--- src/rtl/layer_learn_sequencer.sv ---
// layer_learn_sequencer: fetch/forward/settle/learn training sequencer for a neuron_learn layer.
// Optional abort input enabled by defining LAYER_SEQ_ABORT_EN.
module layer_learn_sequencer #(
  parameter int SAMPLE_W = 8,
  parameter int EPOCH_W  = 10,
  parameter int SETTLE   = 2
) (
  input  logic                clock,
  input  logic                reset,
`ifdef LAYER_SEQ_ABORT_EN
  input  logic                abort,
`endif
  input  logic                start,
  input  logic [SAMPLE_W-1:0] num_samples,
  input  logic [EPOCH_W-1:0]  num_epochs,
  input  logic                smp_valid,
  output logic                smp_ready,
  output logic [SAMPLE_W-1:0] smp_index,
  output logic                layer_valid,
  output logic                layer_learn,
  output logic [EPOCH_W-1:0]  epoch,
  output logic                busy,
  output logic                done
);
  typedef enum logic [2:0] {S_IDLE, S_FETCH, S_FORWARD, S_SETTLE, S_LEARN, S_DONE} state_t;
  localparam logic [3:0] SLAST = 4'(SETTLE > 0 ? SETTLE - 1 : 0);
  state_t state, next;
  logic [SAMPLE_W-1:0] n_smp;
  logic [EPOCH_W-1:0] n_ep;
  logic [3:0] cnt;
  logic last_smp, last_ep, accept, abort_now, learn_fire;
  assign last_smp = smp_index == n_smp - SAMPLE_W'(1);
  assign last_ep = epoch == n_ep - EPOCH_W'(1);
  assign accept = start && (state == S_IDLE || state == S_DONE);
`ifdef LAYER_SEQ_ABORT_EN
  assign abort_now = abort && busy;
`else
  assign abort_now = 1'b0;
`endif
  always_ff @(posedge clock)
    if (reset) state <= S_IDLE;
    else state <= next;
  always_comb begin
    next = state;
    case (state)
      S_IDLE, S_DONE: if (start) next = (num_samples == '0 || num_epochs == '0) ? S_DONE : S_FETCH;
      S_FETCH: if (smp_valid) next = S_FORWARD;
      S_FORWARD: next = SETTLE == 0 ? S_LEARN : S_SETTLE;
      S_SETTLE: if (cnt == SLAST) next = S_LEARN;
      S_LEARN: next = (last_smp && last_ep) ? S_DONE : S_FETCH;
      default: next = S_IDLE;
    endcase
    if (abort_now) next = S_IDLE;
  end
  // abort in the LEARN cycle suppresses the learn strobe and the sample consume
  always_comb begin
    busy = state == S_FETCH || state == S_FORWARD || state == S_SETTLE || state == S_LEARN;
    done = state == S_DONE;
    learn_fire = state == S_LEARN && !abort_now;
    layer_valid = state == S_FORWARD || learn_fire;
    layer_learn = learn_fire;
    smp_ready = learn_fire;
  end
  always_ff @(posedge clock)
    if (reset || abort_now) begin
      smp_index <= '0;
      epoch <= '0;
      cnt <= '0;
      if (reset) begin
        n_smp <= '0;
        n_ep <= '0;
      end
    end else if (accept) begin
      n_smp <= num_samples;
      n_ep <= num_epochs;
      smp_index <= '0;
      epoch <= '0;
      cnt <= '0;
    end else if (state == S_SETTLE) cnt <= cnt + 4'd1;
    else if (state == S_LEARN) begin
      cnt <= '0;
      smp_index <= last_smp ? '0 : smp_index + SAMPLE_W'(1);
      if (last_smp && !last_ep) epoch <= epoch + EPOCH_W'(1);
    end
endmodule

--- config.mk ---
export PLATFORM = sky130hd
export DESIGN_NAME = layer_learn_sequencer
export DESIGN_NICKNAME = d
export VERILOG_FILES = /design/src/rtl/layer_learn_sequencer.sv
export SDC_FILE = /design/constraint.sdc
export NUM_CORES = 1
export LEC_CHECK = 0
export BUFFER_PORTS_ARGS = -buffer_cell sky130_fd_sc_hd__buf_2
export CORE_MARGIN = 2
export CORE_UTILIZATION = 45
export DETAILED_ROUTE_END_ITERATION = 10
export PLACE_DENSITY = 0.63
export REMOVE_ABC_BUFFERS = 1
export SLEW_MARGIN = 20
export SYNTH_ARGS = -nofsm -noshare
export SYNTH_HDL_FRONTEND = slang
export SYNTH_SLANG_ARGS = --single-unit
--- constraint.sdc ---
create_clock -name clock -period 3 [get_ports clock]
set_input_delay 0 -clock clock [delete_from_list [all_inputs] [get_ports clock]]
set_output_delay 0 -clock clock [all_outputs]
set_load 0.1 [all_outputs]
==> results.env, run 1 <==
NET-SWITCHING-POWER_mW=1.14
CLOCKPOWERSHARE=0.183
AREA_SHARE_OF_AND_OR_NAND_NOR_CELLS_AFTER_SYNTHESIS=0.272
DETAILED_PLACE_HPWL_UM=4240
SYN_AREA_UM2=2540
POST_LAYOUT_NONFILLER_INSTANCES=436
COUNT_OF_VIAS_PLACED_BY_THE_DETAILED_ROUTER=2356
H-TREE-DEPTH=2
ASYNCSETRESETFLOPFRACSYNTH=0
SYNTH_ENABLE_FLOP_CELLS=0
PLACE_WORST_SETUP_SLACK_NS=0.437
FINAL-SETUP-VIOL-COUNT=0
MIN_PERIOD_NS=2.61
POSTSYNTHAREAPERCELL_UM2=8.29
SYNTH_COMPOUND_GATE_AREA_SHARE=0.107
SETUP.WORST_PATH.CLASS='reg -> reg'
POST_ROUTE_SETUP_TNS_NS=0
DIEWIDTH_UM=79.1
CLK_PIN_SLEW_WORST_PATHS_NS=0.08
PROPORTION_OF_LAYOUT_CELLS_WITH_A_DRIVE_SUFFIX_ABOVE_1=0.179
NETLIST_TOP_CELLS_AREA='sky130_fd_sc_hd__dfxtp_1 (34%), sky130_fd_sc_hd__mux2i_1 (7.9%), sky130_fd_sc_hd__xnor2_1 (7.2%), sky130_fd_sc_hd__nor2_1 (6.4%), sky130_fd_sc_hd__xor2_1 (5.2%)'
CPPEAKSTAGEDELAY_NS=0.57
POST-PLACE-CELLS=410
INITIAL_CORE_UTILIZATION=0.464
FLOORPLAN.DIE.HEIGHT_UM=79.1
GRT_PASS1_WL_UM=10200
SYNTH_CELL_TYPE_COUNT=49
SYNTH_FA_HA_AREA_FRAC=0.0296
FMAX_ACHIEVED_MHz=383
REQUIRED_NS=3.25
TIMING.FINAL.MAX_SLEW_VIOLATIONS=0
FLOW.AREA_GROWTH_FROM_SYNTHESIS_PCT=21.4
PORTBUFFERS=44
POWER.SHARE.SEQUENTIAL=0.315
POST_LAYOUT_TOTAL_POWER_mW=2.50
FIRST_PASS_ITERS=4
POST_CTS_BUFFERS=0
TIMING_HOLD_VIOLATIONS_FINAL=0
PLACED_CELL_AREA_UM2=2790
CRITICAL_PATH.SLOWEST_CELL='sky130_fd_sc_hd__or4_4'
POWER_FRAC_COMB=0.503
DIEAREA_UM2=6260
VDD_IR_DROP_MAX_V=0.000629
SYNTH_TOP_AREA_FRAC=0.339
STATIC-LEAKAGE-POWER_nW=1.28
WORST-SLEW-PIN-TRANSITION_NS=0.568
TIMING.SLEW.HEADROOM=0.618
HP-CLASS='in -> reg'
CRITICAL_PATH_ARRIVAL_NS=2.86
YOSYS_WARNINGS=0
POWER_PER_CELL_AREA_nW_PER_UM2=812
SYNTH.FF_LATCH_COUNT=43
NETSWITCHINGFRACTION=0.456
PLACEMENT_ROWS=27
DOMINANT_COMBINATIONAL_CELL_FAMILY_BY_AREA_AFTER_SYNTHESIS='simple AND/OR/NAND/NOR gates'
POST_SYNTHESIS_MUX_AREA_SHARE=0.0789
MULTIINPUTGATEAREA_UM2=1550
FINAL_NETS=391
CLOCK_SINKS=43
DETAIL_ROUTE.DRC_VIOLATIONS=0
GRTUSAGETOTAL=0.204
CRITICAL_PATH.MOST_COMMON_CELL='sky130_fd_sc_hd__or4_1'
SEQUENTIAL_CELL_AREA_FRACTION_IN_THE_YOSYS_REPORT=0.339
FIRST_GLOBAL_VIAS=2236
PLACER_CONGESTION=0.781
WIRELENGTH_UM=6080
POSTLAYOUTSETUPSLACKWORST_NS=0.391
SYNTH.CELLS.MOST_FREQUENT='sky130_fd_sc_hd__dfxtp_1 (43), sky130_fd_sc_hd__nor2_1 (43), sky130_fd_sc_hd__xnor2_1 (21), sky130_fd_sc_hd__a21oi_1 (20), sky130_fd_sc_hd__mux2i_1 (20)'
TOP_LEVEL_PORTS=45
DRT.ANTENNA.VIOLATING_NETS=0
GRT_USE_MET3=0.0386
GR-USAGE-MET1=0.240
DRV.MAX_CAP_VIOLATION_COUNT=0
SYNTH_TOP_CELL_BY_AREA='sky130_fd_sc_hd__dfxtp_1'
TIMING.CRITICAL_PATH.BUF_INV=0
ENDPOINT_KIND='flip-flop'
NUM-FILL-CELLS=514
NUMBER_OF_ANTENNA_VIOLATIONS_AT_THE_FIRST_CHECK_IN_GLOBAL_ROUTING=0
TIMING.CRITICAL_PATH.CELLS='or4_4 -> or4_1 -> nand4_1 -> and4_1 -> o21ai_2 -> or4_1 -> nand2_1'
CLOCK_TREE.BUFFER_DEPTH=2
GRT_OVERFLOW=0
TRITONCTS.NUM_BUFFERS=5
INSERTION_DELAY_NS=0.30
CTS.ROOT.BUFFER_CELL='sky130_fd_sc_hd__clkbuf_8'
YOSYS.AREA_SHARE.XOR_XNOR=0.124
NATURE_OF_THE_CRITICAL_PATH_STARTPOINT='flip-flop'
VIAS_PER_CELL=5.40
GRT.BUSIEST_LAYER='met2'
MAXIMUM_NUMBER_OF_PINS_ON_ONE_NET_BEFORE_GLOBAL_ROUTE_REPAIR=24
GRT.MET2_USAGE=0.367
POST_DRT_WL_PER_CELL_UM=13.9
FINALCRITPERIODSHARE=0.870
CP_MAX_FO=13
RUN_STATUS='finished, final reports clean'
POST-ROUTE-CELL-AREA_UM2=3080
SETUP_REPAIR_AFTER_GLOBAL_ROUTING_MISSED_ITS_MARGIN='no'
DESIGN.CORE.AREA_UM2=5470
SYNTHCELLS=306
ANTENNA_CELLS_INSERTED=0
FIRST_ITER_VIOLATIONS=128
CELL_INTERNAL_PWR_mW=1.36
TRITONCTS='built'
REGISTER_AREA_UM2=861
WORST_PATH_DOMINANT_CELL_FAMILY='simple AND/OR/NAND/NOR gates'
FINCLKSKEW_NS=0.00755
SYNTH_FF_TYPE='sky130_fd_sc_hd__dfxtp_1'
## cells by family (layout without fill, tap and decap cells)
logic type               count (synthesis)  after routing
flip-flops                              43             43
multiplexers                            20             20
buffers and inverters                   26             84
adder cells (fa/ha/maj)                  6              6
AND/OR/NAND/NOR                        131            131
AO/OA/AOI/OAI                           44             44
XOR/XNOR                                36             36
## metal layers
metal  share of wire  vias to the layer above
met3           0.038                       17
met1            0.44                     1075
li1                -                     1203
met2            0.49                       61
met4           0.026                        0
met5               0                        -
## cell usage in the layout (no fill, tap or decap), drive strengths merged, types with 2 or more instances in the layout
| cell type | synthesis | layout |
|---|---|---|
| or4 | 8 | 8 |
| buf | 6 | 47 |
| nor4 | 8 | 8 |
| dlygate4sd3 | 0 | 18 |
| nand4 | 10 | 10 |
| a31oi | 2 | 2 |
| or3b | 2 | 2 |
| mux2i | 20 | 20 |
| o21ai | 10 | 10 |
| nor3 | 9 | 9 |
| and4 | 3 | 3 |
| inv | 11 | 11 |
| and3b | 2 | 2 |
| xor2 | 15 | 15 |
| and3 | 5 | 5 |
| clkbuf | 9 | 5 |
| xnor2 | 21 | 21 |
| or2 | 2 | 2 |
| ha | 6 | 6 |
| clkinv | 0 | 2 |
| or3 | 5 | 5 |
| nand3 | 12 | 12 |
| o211ai | 3 | 3 |
| dfxtp | 43 | 43 |
| a21oi | 20 | 20 |
| nand2 | 15 | 15 |
| nor2 | 44 | 44 |
## power groups by stage
| stage | clock network, mW | logic [mW] | registers [mW] |
|---|---|---|---|
| after floorplan | 0 | 0.980 | 0.811 |
| after global placement | 0 | 1.23 | 0.797 |
| after detailed placement | 0 | 1.25 | 0.799 |
| after CTS | 0.470 | 1.27 | 0.787 |
| after global routing | 0.491 | 1.37 | 0.807 |
| final | 0.457 | 1.26 | 0.788 |
## worst paths after layout
| path | startpoint | endpoint | slack, ns | cells past startpoint |
|---|---|---|---|---|
| worst min-delay path | smp_valid | state[1] | 0.03 | 3 |
| worst min register to register | cnt[3] | cnt[3] | 0.52 | 2 |
| worst max-delay path | n_smp[0] | epoch[9] | 0.39 | 7 |
| worst max register to register | n_smp[0] | epoch[9] | 0.39 | 7 |
## state kept, by name (all words and copies together), names as in the netlist
| register | count |
|---|---|
| n_ep | 10 |
| state | 3 |
| n_smp | 8 |
| cnt | 4 |
| epoch | 10 |
| smp_index | 8 |
## metrics by stage
stage / hold WS, ns / utilization
global placement: 0.249 / 0.509
global route: 0.0732 / 0.563
CTS: 0.0303 / 0.563
detailed placement: 0.260 / 0.509
finish: 0.0309 / 0.563
floorplan: 0.0724 / -
## worst register-to-register path, delay by kind of cell, from the launching register on
kind	cells	cell delay [ns]
flip-flops	1	0.37
AND/OR/NAND/NOR	6	2.02
AO/OA/AOI/OAI	1	0.17
## final cells by class
class | instances | share of cell area
flip-flops and latches | 43 | 0.279
repair buffers | 65 | 0.137
clock inverters | 3 | 0.0142
clock buffers | 5 | 0.0223
inverters | 11 | 0.0134
multi-input cells | 237 | 0.504
well taps | 72 | 0.0292
## timing repair
item,CTS,global route
resized for setup,0,0
hold buffers,18,0
endpoints found under the hold margin,18,0
(Power assumes the default switching activity.)
==> inputs of run 2 (changes only) <==
Settings changed: CORE_ASPECT_RATIO set to 1.75.
==> results.env, run 2 (synthesis gave the netlist of run 1 again) <==
DRV.MAX_CAP_VIOLATION_COUNT=0  # unchanged
CELL_INTERNAL_PWR_mW=1.29  # was 1.36 mW
CP_MAX_FO=13  # unchanged
CRITICAL_PATH.SLOWEST_CELL='sky130_fd_sc_hd__or4_4'  # unchanged
FINAL_NETS=391  # unchanged
POST_CTS_RESIZE_COUNT=0  # unchanged
GRT_OVERFLOW=0  # unchanged
MAXIMUM_NUMBER_OF_PINS_ON_ONE_NET_BEFORE_GLOBAL_ROUTE_REPAIR=24  # unchanged
TIMING.CRITICAL_PATH.CELLS='or4_4 -> or4_1 -> nand4_1 -> and4_1 -> o21ai_2 -> or4_1 -> nand2_1'  # unchanged
POST_LAYOUT_NONFILLER_INSTANCES=439  # was 436
STATIC-LEAKAGE-POWER_nW=1.27  # was 1.28 nW
WIRELENGTH_UM=6060  # was 6080 µm
CPPEAKSTAGEDELAY_NS=0.55  # was 0.57 ns
CLK_PIN_SLEW_WORST_PATHS_NS=0.08  # about the same
PROPORTION_OF_LAYOUT_CELLS_WITH_A_DRIVE_SUFFIX_ABOVE_1=0.176  # was 0.179
SETUP.WORST_PATH.CLASS='reg -> reg'  # unchanged
CRITICAL_PATH_ARRIVAL_NS=2.78  # was 2.86 ns
ANTENNA_CELLS_INSERTED=0  # unchanged
FMAX_ACHIEVED_MHz=395  # was 383 MHz
POST-PLACE-CELLS=414  # was 410
LAYOUT.CELLS.MOST_COMMON='sky130_fd_sc_hd__buf_2'  # unchanged
REQUIRED_NS=3.24  # was 3.25 ns
CRITICAL_PATH.MOST_COMMON_CELL='sky130_fd_sc_hd__or4_1'  # unchanged
DRT.ANTENNA.VIOLATING_NETS=0  # unchanged
MOST-COMMON-LAYOUT-CELLS='sky130_fd_sc_hd__buf_2 (44), sky130_fd_sc_hd__nor2_1 (43), sky130_fd_sc_hd__dfxtp_1 (43), sky130_fd_sc_hd__xnor2_1 (21)'  # unchanged
DIEWIDTH_UM=60.8  # was 79.1 µm
FINCLKSKEW_NS=0.00633  # was 0.00755 ns
PORTBUFFERS=44  # unchanged
ENDPOINT_KIND='flip-flop'  # unchanged
H-TREE-DEPTH=2  # unchanged
VIAS_PER_CELL=5.40  # about the same
NUM-FILL-CELLS=561  # was 514
DIEAREA_UM2=6280  # was 6260 µm²
TIMING_HOLD_VIOLATIONS_FINAL=0  # unchanged
NUMBER_OF_ANTENNA_VIOLATIONS_AT_THE_FIRST_CHECK_IN_GLOBAL_ROUTING=0  # unchanged
POWER.SHARE.SEQUENTIAL=0.327  # was 0.315
INITIAL_CORE_UTILIZATION=0.462  # was 0.464
DETAIL_ROUTE.DRC_VIOLATIONS=0  # unchanged
GRT_PASS1_WL_UM=10300  # was 10200 µm
MULTIINPUTGATEAREA_UM2=1550  # unchanged
CLOCK_SINKS=43  # unchanged
CTS.ROOT.BUFFER_CELL='sky130_fd_sc_hd__clkbuf_8'  # unchanged
DETAILED_PLACE_HPWL_UM=4540  # was 4240 µm
FIRST_PASS_ITERS=4  # unchanged
FINAL-SETUP-VIOL-COUNT=0  # unchanged
TOP_LEVEL_PORTS=45  # unchanged
NATURE_OF_THE_CRITICAL_PATH_STARTPOINT='flip-flop'  # unchanged
INSERTION_DELAY_NS=0.30  # about the same
WORST-SLEW-PIN-TRANSITION_NS=0.560  # was 0.568 ns
RUN_STATUS='finished, final reports clean'  # unchanged
POSTLAYOUTCOREUTIL=0.557  # was 0.563
NET-SWITCHING-POWER_mW=1.14  # about the same
CTS_HOLD_BUF=18  # unchanged
PLACER_CONGESTION=0.853  # was 0.781
DESIGN.CORE.AREA_UM2=5500  # was 5470 µm²
NETSWITCHINGFRACTION=0.468  # was 0.456
FINALCRITPERIODSHARE=0.845  # was 0.870
VDD_IR_DROP_MAX_V=0.000529  # was 0.000629 V
COUNT_OF_VIAS_PLACED_BY_THE_DETAILED_ROUTER=2371  # was 2356
GRTUSAGETOTAL=0.214  # was 0.204
TIMING.SLEW.HEADROOM=0.623  # was 0.618
FLOORPLAN.DIE.HEIGHT_UM=103  # was 79.1 µm
REGISTER_AREA_UM2=861  # unchanged
FIRST_GLOBAL_VIAS=2283  # was 2236
CLOCKPOWERSHARE=0.156  # was 0.183
CLOCK_TREE.BUFFER_DEPTH=2  # unchanged
POST_CTS_BUFFERS=0  # unchanged
HP-CLASS='in -> reg'  # unchanged
FIRST_ITER_VIOLATIONS=66  # was 128
SETUP_REPAIR_AFTER_GLOBAL_ROUTING_MISSED_ITS_MARGIN='no'  # unchanged
TRITONCTS.NUM_BUFFERS=5  # unchanged
POWER_FRAC_COMB=0.517  # was 0.503
PLACEMENT_ROWS=36  # was 27
POST_DRT_WL_PER_CELL_UM=13.8  # was 13.9 µm
TIMING.FINAL.MAX_SLEW_VIOLATIONS=0  # unchanged
POWER_PER_CELL_AREA_nW_PER_UM2=794  # was 812 nW/µm²
MIN_PERIOD_NS=2.53  # was 2.61 ns
FLOW.AREA_GROWTH_FROM_SYNTHESIS_PCT=20.6  # was 21.4%
TRITONCTS='built'  # unchanged
LARGEST_REGISTERS_IN_THE_FINAL_LAYOUT='epoch x10, n_ep x10'  # unchanged
-- run 2: changes by cell type in the layout (fill, tap and decap cells not counted) --
cell and change:
sky130_fd_sc_hd__bufinv_16 -1, sky130_fd_sc_hd__clkinv_4 -1, sky130_fd_sc_hd__clkbuf_8 +1
-- run 2: layer usage --
metal / global-route usage / share of wire / up-vias / wire length (µm)
met3: 0.0323 / 0.027 / 11 / 165
met4: 0.0803 / 0.024 / 0 / 148
li1: - / - / 1194 / -
met2: 0.408 / 0.56 / 47 / 3390
met5: 0 / 0 / - / 0
met1: 0.225 / 0.39 / 1119 / 2360
-- run 2: layout make-up --
cell class,instances,area share
clock buffers,6,0.0270
clock inverters,1,0.00164
inverters,11,0.0135
multi-input cells,237,0.507
flip-flops and latches,43,0.281
well taps,76,0.0311
repair buffers,65,0.138
-- run 2: worst paths after layout --
path	startpoint	to	slack [ns]	depth (start not counted)
hold reg to reg	cnt[3]	cnt[3]	0.52	2
setup / recovery	n_smp[0]	epoch[6]	0.47	7
hold / removal	smp_valid	state[1]	0.05	3
setup reg to reg	n_smp[0]	epoch[6]	0.47	7
-- run 2: through the flow --
step                instance area [µm²]  power [mW]  hold slack (ns)  setup TNS (ns)  setup WS, ns
floorplan                          2450        1.79           0.0724          -0.623        -0.123
global placement                   2790        2.04            0.251               0         0.509
detailed placement                 2790        2.05            0.259               0         0.481
CTS                                3060        2.45           0.0545               0         0.459
global route                       3060        2.59            0.121               0         0.297
finish                             3060        2.43           0.0475               0         0.466
-- run 2: power by group through the flow --
stage / clock [mW] / combinational [mW] / sequential (mW)
after floorplan: 0 / 0.980 / 0.811
after global placement: 0 / 1.24 / 0.804
after detailed placement: 0 / 1.24 / 0.806
after CTS: 0.389 / 1.27 / 0.793
after global routing: 0.410 / 1.37 / 0.812
final: 0.379 / 1.26 / 0.793
-- run 2: worst max-delay path, delay by kind of cell (launching register included) --
family          cells  cell delay [ns]
simple gates        6             1.95
compound gates      1             0.17
flops               1             0.35
==> inputs of run 3 (changes only) <==
Settings changed: ABC_AREA set to 1.
Clock period 3 ns to 2.62 ns, I/O delays scaled along.
==> results.env, run 3 <==
RUN_STATUS='finished, final reports clean'  # unchanged
CLOCK_SINKS=43  # unchanged
MOST-COMMON-LAYOUT-CELLS='sky130_fd_sc_hd__nand2_1 (90), sky130_fd_sc_hd__nor2_1 (50), sky130_fd_sc_hd__buf_2 (44), sky130_fd_sc_hd__dfxtp_1 (43), sky130_fd_sc_hd__inv_1 (39)'  # was sky130_fd_sc_hd__buf_2 (44), sky130_fd_sc_hd__nor2_1 (43), sky130_fd_sc_hd__dfxtp_1 (43), sky130_fd_sc_hd__xnor2_1 (21)
NUM-FILL-CELLS=629  # was 561
DRT.ANTENNA.VIOLATING_NETS=0  # unchanged
CP_MAX_FO=9  # was 13
DESIGN.CORE.AREA_UM2=5880  # was 5500 µm²
YOSYSMOSTFREQUENTCELL='sky130_fd_sc_hd__nand2_1'
SYN_AREA_UM2=2750  # was 2540 µm²
PLACEMENT_ROWS=37  # was 36
GRTUSAGETOTAL=0.219  # was 0.214
SYNTH_CELL_TYPE_COUNT=35  # was 49
POSTLAYOUTCOREUTIL=0.550  # was 0.557
DIEAREA_UM2=6780  # was 6280 µm²
POWER_PER_CELL_AREA_nW_PER_UM2=965  # was 794 nW/µm²
CLK_PIN_SLEW_WORST_PATHS_NS=0.08  # about the same
TIMING_HOLD_VIOLATIONS_FINAL=0  # unchanged
DETAIL_ROUTE.DRC_VIOLATIONS=0  # unchanged
SYNTH_FF_TYPE='sky130_fd_sc_hd__dfxtp_1'  # unchanged
TRITONCTS='built'  # unchanged
FLOORPLAN.DIE.HEIGHT_UM=107  # was 103 µm
POST_DRT_WL_PER_CELL_UM=12.8  # was 13.8 µm
GRT_PASS1_WL_UM=11500  # was 10300 µm
POST_CTS_BUFFERS=0  # unchanged
HP-CLASS='in -> reg'  # unchanged
GRT_OVERFLOW=0  # unchanged
ENDPOINT_KIND='flip-flop'  # unchanged
WORST-SLEW-PIN-TRANSITION_NS=0.523  # was 0.560 ns
SEQUENTIAL_CELL_AREA_FRACTION_IN_THE_YOSYS_REPORT=0.313  # was 0.339
FINAL_NETS=489  # was 391
SYNTH.FF_LATCH_COUNT=43  # unchanged
POST_CTS_RESIZE_COUNT=0  # unchanged
NUMBER_OF_ANTENNA_VIOLATIONS_AT_THE_FIRST_CHECK_IN_GLOBAL_ROUTING=0  # unchanged
INITIAL_CORE_UTILIZATION=0.468  # was 0.462
H-TREE-DEPTH=2  # unchanged
SYNTH.CELLS.MOST_FREQUENT='sky130_fd_sc_hd__nand2_1 (90), sky130_fd_sc_hd__nor2_1 (50), sky130_fd_sc_hd__dfxtp_1 (43), sky130_fd_sc_hd__inv_1 (39), sky130_fd_sc_hd__nand3_1 (33)'  # was sky130_fd_sc_hd__dfxtp_1 (43), sky130_fd_sc_hd__nor2_1 (43), sky130_fd_sc_hd__xnor2_1 (21), sky130_fd_sc_hd__a21oi_1 (20), sky130_fd_sc_hd__mux2i_1 (20)
MULTIINPUTGATEAREA_UM2=1640  # was 1550 µm²
PROPORTION_OF_LAYOUT_CELLS_WITH_A_DRIVE_SUFFIX_ABOVE_1=0.188  # was 0.176
FIRST_ITER_VIOLATIONS=129  # was 66
FIRST_GLOBAL_VIAS=2620  # was 2283
CTS_HOLD_BUF=12  # was 18
VDD_IR_DROP_MAX_V=0.000524  # was 0.000529 V
COUNT_OF_VIAS_PLACED_BY_THE_DETAILED_ROUTER=2724  # was 2371
ASYNCSETRESETFLOPFRACSYNTH=0  # unchanged
FINCLKSKEW_NS=0.00904  # was 0.00633 ns
FIRST_PASS_ITERS=4  # unchanged
POSTLAYOUTSETUPSLACKWORST_NS=0.650  # was 0.466 ns
LARGEST_REGISTERS_IN_THE_FINAL_LAYOUT='epoch x10, n_ep x10'  # unchanged
SETUP.WORST_PATH.CLASS='reg -> reg'  # unchanged
PORTBUFFERS=44  # unchanged
NETLIST_TOP_CELLS_AREA='sky130_fd_sc_hd__dfxtp_1 (31%), sky130_fd_sc_hd__nand2_1 (12%), sky130_fd_sc_hd__nor2_1 (6.8%), sky130_fd_sc_hd__nand3_1 (6.0%), sky130_fd_sc_hd__xor2_1 (5.4%)'  # was sky130_fd_sc_hd__dfxtp_1 (34%), sky130_fd_sc_hd__mux2i_1 (7.9%), sky130_fd_sc_hd__xnor2_1 (7.2%), sky130_fd_sc_hd__nor2_1 (6.4%), sky130_fd_sc_hd__xor2_1 (5.2%)
LAYOUT.CELLS.MOST_COMMON='sky130_fd_sc_hd__nand2_1'  # was sky130_fd_sc_hd__buf_2
DETAILED_PLACE_HPWL_UM=5340  # was 4540 µm
SETUP_REPAIR_AFTER_GLOBAL_ROUTING_MISSED_ITS_MARGIN='no'  # unchanged
MAXIMUM_NUMBER_OF_PINS_ON_ONE_NET_BEFORE_GLOBAL_ROUTE_REPAIR=30  # was 24
ANTENNA_CELLS_INSERTED=0  # unchanged
TOP_LEVEL_PORTS=45  # unchanged
WIRELENGTH_UM=6890  # was 6060 µm
TIMING.CRITICAL_PATH.BUF_INV=2  # was 0
PLACE_WORST_SETUP_SLACK_NS=0.650  # was 0.481 ns
CRITICAL_PATH.SLOWEST_CELL='sky130_fd_sc_hd__dfxtp_1'  # was sky130_fd_sc_hd__or4_4
MIN_PERIOD_NS=1.97  # was 2.53 ns
STATIC-LEAKAGE-POWER_nW=1.57  # was 1.27 nW
TIMING.FINAL.MAX_SLEW_VIOLATIONS=0  # unchanged
PLACER_CONGESTION=0.842  # was 0.853
TIMING.CRITICAL_PATH.CELLS='inv_1 -> ha_1 -> or2_1 -> nand3_1 -> nand2_1 -> inv_2 -> nand4_2 -> nor2_8 -> nand3_4 -> nand2_1 -> a21oi_1'  # was or4_4 -> or4_1 -> nand4_1 -> and4_1 -> o21ai_2 -> or4_1 -> nand2_1
CTS.ROOT.BUFFER_CELL='sky130_fd_sc_hd__clkbuf_8'  # unchanged
FMAX_ACHIEVED_MHz=508  # was 395 MHz
CLOCK_TREE.BUFFER_DEPTH=2  # unchanged
INSERTION_DELAY_NS=0.30  # about the same
FINALCRITPERIODSHARE=0.752  # was 0.845
TRITONCTS.NUM_BUFFERS=5  # unchanged
DRV.MAX_CAP_VIOLATION_COUNT=0  # unchanged
SYNTHCELLS=408  # was 306
REQUIRED_NS=2.81  # was 3.24 ns
CPPEAKSTAGEDELAY_NS=0.39  # was 0.55 ns
DIEWIDTH_UM=63.1  # was 60.8 µm
CRITICAL_PATH_ARRIVAL_NS=2.16  # was 2.78 ns
TIMING.SLEW.HEADROOM=0.651  # was 0.623
FINAL-SETUP-VIOL-COUNT=0  # unchanged
SYNTH_TOP_AREA_FRAC=0.313  # was 0.339
VIAS_PER_CELL=5.04  # was 5.40
SYNTH_ENABLE_FLOP_CELLS=0  # unchanged
NATURE_OF_THE_CRITICAL_PATH_STARTPOINT='flip-flop'  # unchanged
CRITICAL_PATH.MOST_COMMON_CELL='sky130_fd_sc_hd__nand2_1'  # was sky130_fd_sc_hd__or4_1
POSTSYNTHAREAPERCELL_UM2=6.74  # was 8.29 µm²
FLOW.AREA_GROWTH_FROM_SYNTHESIS_PCT=17.5  # was 20.6%
REGISTER_AREA_UM2=861  # unchanged
YOSYS_WARNINGS=0  # unchanged
POST_ROUTE_SETUP_TNS_NS=0  # unchanged
WORST_PATH_DOMINANT_CELL_FAMILY='simple AND/OR/NAND/NOR gates'  # unchanged
SYNTH_TOP_CELL_BY_AREA='sky130_fd_sc_hd__dfxtp_1'  # unchanged
==> run 3: cell count changes in the layout (fill, tap and decap cells not counted), sizes merged, moves of 8 or more <==
cell / before / now
nand2: 15 / 95
inv: 11 / 47
nand3: 12 / 36
mux2i: 20 / 0
nor2: 44 / 63
o21ai: 10 / 24
xnor2: 21 / 7
or4: 8 / 0
==> run 3: through the flow <==
stage / hold WS (ns) / cells / instance area [µm²] / power, mW
after global routing: 0.0362 / 540 / 3230 / 3.39
after CTS: 0.00554 / 540 / 3230 / 3.15
after global placement: 0.242 / 520 / 2990 / 2.56
after detailed placement: 0.249 / 520 / 2990 / 2.59
after floorplan: 0.135 / 398 / 2680 / 2.27
final: 0.00634 / 540 / 3230 / 3.12
==> run 3: metal layers <==
layer  part of all wire  track usage
met5                  0            0
met4              0.034        0.114
met3              0.028       0.0324
met2               0.57        0.444
met1               0.36        0.202
==> run 3: logic make-up (layout without fill, tap and decap cells) <==
kind of cell             Yosys count  count (layout)  share of synthesized area
AND/OR/NAND/NOR                  222             222                      0.383
buffers and inverters             57             111                     0.0914
flip-flops                        43              43                      0.313
adder cells (fa/ha/maj)            6               6                     0.0273
AO/OA/AOI/OAI                     56              56                      0.109
XOR/XNOR                          24              24                     0.0764
==> run 3: final timing paths <==
kind / startpoint / end / slack, ns / cells after the start
worst max-delay path: n_smp[0] / epoch[7] / 0.65 / 11
worst min-delay path: num_epochs[2] / n_ep[2] / 0.006 / 3
worst max register to register: n_smp[0] / epoch[7] / 0.65 / 11
worst min register to register: cnt[3] / cnt[3] / 0.48 / 1
==> run 3: cell type report <==
cell class / count / area share
Clock buffer: 6 / 0.0256
Tap cell: 78 / 0.0302
Sequential cell: 43 / 0.266
Timing Repair Buffer: 56 / 0.105
Inverter: 47 / 0.0546
Multi-Input combinational cell: 308 / 0.507
Clock inverter: 2 / 0.0108
==> run 3: power breakdown <==
part | switching [mW] | total, mW | internal, mW
Clock | 0.229 | 0.538 | 0.308
Combinational | 1.18 | 1.66 | 0.485
Sequential | 0.143 | 0.918 | 0.775
==> run 3: worst min-delay path: cells and delay by family <==
| kind | cells | cell delay, ns |
|---|---|---|
| buffers and inverters | 1 | 0.10 |
| AOI/OAI and AO/OA | 2 | 0.18 |
